**src/rtl/can_tx_fetch.sv**
```systemverilog
// Pops one frame word from the TX FIFO, unpacks it and offers it to the CAN transmitter.
// A failed attempt is retried after a fixed backoff until the retry limit is used up.
module can_tx_fetch #(
    parameter int unsigned MAX_RETRY = 3,
    parameter int unsigned RETRY_GAP = 4
) (
    input  logic         i_sys_clk,
    input  logic         i_reset,
    input  logic         i_fifo_empty,
    input  logic [127:0] i_fifo_r_data,
    output logic         o_fifo_r_en,
    input  logic         i_abort,
    output logic         o_tx_valid,
    input  logic         i_tx_ready,
    input  logic         i_tx_done,
    input  logic         i_tx_fail,
    output logic [28:0]  o_tx_id,
    output logic         o_tx_ide,
    output logic         o_tx_rtr,
    output logic [3:0]   o_tx_dlc,
    output logic [63:0]  o_tx_data,
    output logic         o_busy,
    output logic         o_sent,
    output logic         o_drop,
    output logic [3:0]   o_retry_cnt
);

    typedef enum logic [1:0] {StIdle, StReq, StBusy, StBackoff} state_e;

    state_e      state_q, state_d;
    logic [3:0]  retry_q, retry_d;
    logic [15:0] gap_q, gap_d;
    logic        sent_d, drop_d;
    logic        sent_q, drop_q;

    logic [28:0] id_q;
    logic        ide_q, rtr_q;
    logic [3:0]  dlc_q;
    logic [63:0] data_q;
    logic [3:0]  raw_dlc;
    logic        unused_rsvd;

    assign unused_rsvd = ^i_fifo_r_data[92:64];
    assign raw_dlc     = i_fifo_r_data[96:93];

    assign o_fifo_r_en = (state_q == StIdle) && !i_fifo_empty && !i_abort;
    assign o_tx_valid  = (state_q == StReq);
    assign o_busy      = (state_q != StIdle);
    assign o_sent      = sent_q;
    assign o_drop      = drop_q;
    assign o_retry_cnt = retry_q;
    assign o_tx_id     = id_q;
    assign o_tx_ide    = ide_q;
    assign o_tx_rtr    = rtr_q;
    assign o_tx_dlc    = dlc_q;
    assign o_tx_data   = data_q;

    always_comb begin
        state_d = state_q;
        retry_d = retry_q;
        gap_d   = gap_q;
        sent_d  = 1'b0;
        drop_d  = 1'b0;
        case (state_q)
            StIdle: begin
                if (o_fifo_r_en) begin
                    state_d = StReq;
                end
            end
            StReq: begin
                if (i_abort) begin
                    state_d = StIdle;
                    drop_d  = 1'b1;
                    retry_d = 4'd0;
                end else if (i_tx_ready) begin
                    state_d = StBusy;
                end
            end
            StBusy: begin
                // done has priority over a coincident fail
                if (i_tx_done) begin
                    state_d = StIdle;
                    sent_d  = 1'b1;
                    retry_d = 4'd0;
                end else if (i_tx_fail) begin
                    if ((retry_q == 4'(MAX_RETRY)) || i_abort) begin
                        state_d = StIdle;
                        drop_d  = 1'b1;
                        retry_d = 4'd0;
                    end else begin
                        state_d = StBackoff;
                        retry_d = retry_q + 4'd1;
                        gap_d   = 16'd0;
                    end
                end
            end
            StBackoff: begin
                if (i_abort) begin
                    state_d = StIdle;
                    drop_d  = 1'b1;
                    retry_d = 4'd0;
                    gap_d   = 16'd0;
                end else if (gap_q == 16'(RETRY_GAP - 1)) begin
                    state_d = StReq;
                    gap_d   = 16'd0;
                end else begin
                    gap_d = gap_q + 16'd1;
                end
            end
            default: state_d = StIdle;
        endcase
    end

    always_ff @(posedge i_sys_clk or posedge i_reset) begin
        if (i_reset) begin
            state_q <= StIdle;
            retry_q <= 4'd0;
            gap_q   <= 16'd0;
            sent_q  <= 1'b0;
            drop_q  <= 1'b0;
        end else begin
            state_q <= state_d;
            retry_q <= retry_d;
            gap_q   <= gap_d;
            sent_q  <= sent_d;
            drop_q  <= drop_d;
        end
    end

    // Frame buffer is loaded on the same edge that pops the FIFO head
    always_ff @(posedge i_sys_clk or posedge i_reset) begin
        if (i_reset) begin
            id_q   <= 29'd0;
            ide_q  <= 1'b0;
            rtr_q  <= 1'b0;
            dlc_q  <= 4'd0;
            data_q <= 64'd0;
        end else if (o_fifo_r_en) begin
            id_q   <= i_fifo_r_data[127:99];
            ide_q  <= i_fifo_r_data[98];
            rtr_q  <= i_fifo_r_data[97];
            dlc_q  <= (raw_dlc > 4'd8) ? 4'd8 : raw_dlc;
            data_q <= i_fifo_r_data[63:0];
        end
    end

endmodule
```
**config.mk**
```make
export PLATFORM = sky130hd
export DESIGN_NAME = can_tx_fetch
export DESIGN_NICKNAME = d
export VERILOG_FILES = /design/src/rtl/can_tx_fetch.sv
export SDC_FILE = /design/constraint.sdc
export NUM_CORES = 1
export LEC_CHECK = 0
export CORE_MARGIN = 2
export CORE_UTILIZATION = 40
export DETAILED_ROUTE_END_ITERATION = 12
export DONT_BUFFER_PORTS = 1
export HOLD_SLACK_MARGIN = 0.12
export REMOVE_ABC_BUFFERS = 1
export SLEW_MARGIN = 15
export SYNTH_ARGS = -nofsm -noshare
export SYNTH_HDL_FRONTEND = slang
export SYNTH_SLANG_ARGS = --single-unit
```
**constraint.sdc**
```tcl
create_clock -name i_sys_clk -period 9.89 [get_ports i_sys_clk]
set_clock_uncertainty 0.1 [all_clocks]
set_input_delay 1.4835 -clock i_sys_clk [delete_from_list [all_inputs] [get_ports i_sys_clk]]
set_output_delay 1.4835 -clock i_sys_clk [all_outputs]
set_load 0.05 [all_outputs]
```
==> impl_summary.txt <==
----------------------------------------------------
[CTS]
  Post_cts resized ... 0
  Number of levels in the clock H-tree ... 4
  Clock sinks ... 123
  Number of buffers added for setup after CTS ... 0
  TritonCTS clock tree ... done
  Clock insertion delay at the later pin of the skew report ... about 0.40 ns
  Maximum count of clock buffers along a single path ... 2
  Clock Root Buffer ... sky130_fd_sc_hd__clkbuf_16
  Number of buffers added to fix hold violations after cts ... 0
  Number of clock buffers inserted by TritonCTS ... 17
  Post-CTS clock slew at the launch and capture registers of the worst setup and hold paths ... 0.05 ns

[Power and ir drop]
  Total power density per cell area ... ~350 nW/um^2
  Leakage power ... roughly 2.4 nW
  Peak supply drop ... ~0.11 mV

[Cells and area]
  Final core utilization ... a little under half
  Most common cell after layout, fill and taps aside ... sky130_fd_sc_hd__dfrtp_1
  Net count of the finished layout ... slightly above 500
  Number of cells in the finished layout apart from fillers ... 557
  Fraction of final layout cells with drive strength greater than 1 ... between 10% and 20%
  Antenna Diode Count ... 0
  Post-route cell area ... ~5700 sq um
  Area delta synth->final ... 12.5%
  Most frequent cells in the layout ... sky130_fd_sc_hd__dfrtp_1 (123), sky130_fd_sc_hd__mux2_1 (63), sky130_fd_sc_hd__mux2_2 (34), sky130_fd_sc_hd__nand2_1 (20), sky130_fd_sc_hd__clkbuf_16 (17)

[Place]
  Setup Slack @ Placement ... 6.16 ns
  Placed cell area ... about 5200 sq um
  Cell total after placement ... roughly 530
  Routability-driven placement congestion ratio ... 0.725
  Port Buffer Count ... 0
  Placed wire-length estimate after detailed placement ... 7570 um

[Setup path]
  Slowest CP cell ... sky130_fd_sc_hd__nor3_4
  Cell depth of the worst flop-to-flop path ... 4
  Kind of cell adding the most delay to the critical path ... simple AND/OR/NAND/NOR gates
  Buffers plus inverters on the worst setup path ... 0
  Crit path launch type ... input port
  Kind of critical path ... in -> out
  Type of destination of the critical path ... primary output
  Total stage count of the critical path ... 1
  Data required time of the worst path ... between 8 and 9 ns
  Arrival time at the worst endpoint ... 2.13 ns
  Slowest cell delay on critical path ... ~0.64 ns
  Max Fanout on Critical Path ... 10
  Crit-path cells ... nor3_4

[Global routing]
  Maximum number of pins on one net before global-route repair ... 75
  Number of global-route vias before repair ... between 2000 and 3000
  Wire length of the first global-routing pass ... approximately 15000 um
  Total global routing overflow ... 0
  GR Util All Layers ... between 10% and 20%
  Number of antenna violations at the first check in global routing ... 1

[STA]
  RSZ-0062 raised after global routing ... false
  Final setup margin ... around 6.2 ns
  Final setup violation count ... 0
  Setup tns final ... 0 ns
  Number of pins exceeding their max-slew limit in the final report ... 0
  Period minus WS final ... ~3.7 ns
  Worst max-slew margin expressed relative to the limit ... a little over a third
  Slew of the pin with the lowest slew margin ... between 0.9 and 1 ns
  Number of hold-slack violations in the final timing report ... 0
  Final clock period utilization by the worst path ... ~38%
  Highest achievable clock rate ... between 200 and 300 MHz

[Flow run]
  Number of max-cap violations ... 0

[Die]
  Chip height ... ~120 um
  Core footprint ... 12500 sq um
  DIE AREA ... 13700 sq um
  Die width ... roughly 120 um
  Standard-cell rows ... 41
  IO Pins ... 243
  Effective utilization at floorplan ... between 40 and 50%

[Min path]
  Cells on Worst Hold Path ... 1
  Path class of the lowest-slack min-delay path ... reg -> reg

[Status]
  Outcome ... finished clean

[Drt]
  DRT Pass-1 Iters ... 4
  Average detailed-routed wire length per instance ... approximately 19 um
  Via Count ... roughly 3000
  Post-detailed-route DRC marker count ... 0
  Routed vias/inst ... 5.30
  Post-route ant nets ... 0
  Total length of routed wires ... 10500 um
  Initial DRC Count ... 134

[Synthesis]
  Post-synth cell types ... 45
  FF+latch count, synth ... 123
  Number of enable-type register cells in the synthesized netlist ... 0
  Gate Count Post-Synth ... 369
  YS warnings ... 0
  Mean area per synthesized cell ... 13.8 sq um
  Fraction of registers with async set/reset ... 100%
  Area of the mapped netlist ... roughly 5100 sq um
  Sequential element share of the synthesized area ... approximately three fifths
  Dominant register cell in the synthesized netlist ... sky130_fd_sc_hd__dfrtp_1

----------------------------------------------------
==> sequential cells by signal (all words and copies together) (netlist names) <==
signal and flops:
o_tx_dlc 4, gap_q 16, o_retry_cnt 4, o_drop 1, o_tx_id 29, o_tx_rtr 1
o_sent 1, state_q 2, o_tx_data 64, o_tx_ide 1
==> per-layer routing <==
metal	global-route usage, %	up-vias	wire length [um]
met5	0	-	19
met4	6.59	2	143
met3	5.87	14	856
met2	25.4	121	5450
met1	16.2	1476	4000
li1	-	1340	-
==> cell type report <==
class | instances | area (sq um)
sequential | 123 | 3080
tap | 172 | 215
clock buffer | 22 | 474
inverter | 7 | 28.8
timing repair buffer | 3 | 22.5
fill | 1161 | 6780
multi-input combinational | 220 | 1830
clock inverter | 10 | 91.3
==> report_power, final <==
group / switching [W] / leakage (nW) / internal, W
Combinational: 0.0000890 / 0.604 / 0.000106
Sequential: 0.000621 / 1.49 / 0.000643
Clock: 0.000211 / 0.265 / 0.000364
==> cell usage after synthesis (5+ instances only) <==
cell type	number	area [sq um]
sky130_fd_sc_hd__mux2_1	63	709
sky130_fd_sc_hd__a21oi_1	11	55.1
sky130_fd_sc_hd__buf_2	9	45.0
sky130_fd_sc_hd__buf_8	6	90.1
sky130_fd_sc_hd__nand2_1	20	75.1
sky130_fd_sc_hd__a31oi_1	8	50.1
sky130_fd_sc_hd__mux2_2	34	383
sky130_fd_sc_hd__nand3_1	8	40.0
sky130_fd_sc_hd__dfrtp_1	123	3080
sky130_fd_sc_hd__nand3b_1	5	37.5
sky130_fd_sc_hd__o21ai_0	15	75.1
sky130_fd_sc_hd__nor2_1	12	45.0
sky130_fd_sc_hd__inv_1	7	26.3
==> stage by stage <==
stage,total power (W),hold WS [ns]
floorplan,0.00141,0.353
global placement,0.00146,0.388
detailed placement,0.00148,0.388
CTS,0.00206,0.401
global route,0.00212,0.431
finish,0.00203,0.409
==> cells by family after synthesis <==
group,Yosys count,synth area share (%)
fa+ha+maj,2,0.490
mux,98,21.6
buf+inv,26,3.83
flops,123,60.3
compound gates,51,6.23
xor+xnor,2,0.343
simple gates,67,7.16
==> final timing paths <==
kind	startpoint	endpoint	slack [ns]
min in group asynchronous	i_reset	o_tx_id[22]	0.97
min reg2reg	gap_q[15]	gap_q[15]	0.41
max	i_abort	o_fifo_r_en	6.18
max in group asynchronous	i_reset	o_tx_id[10]	7.40
min	gap_q[15]	gap_q[15]	0.41
max reg2reg	state_q[0]	o_tx_id[14]	6.90
(Power assumes the default switching activity.)
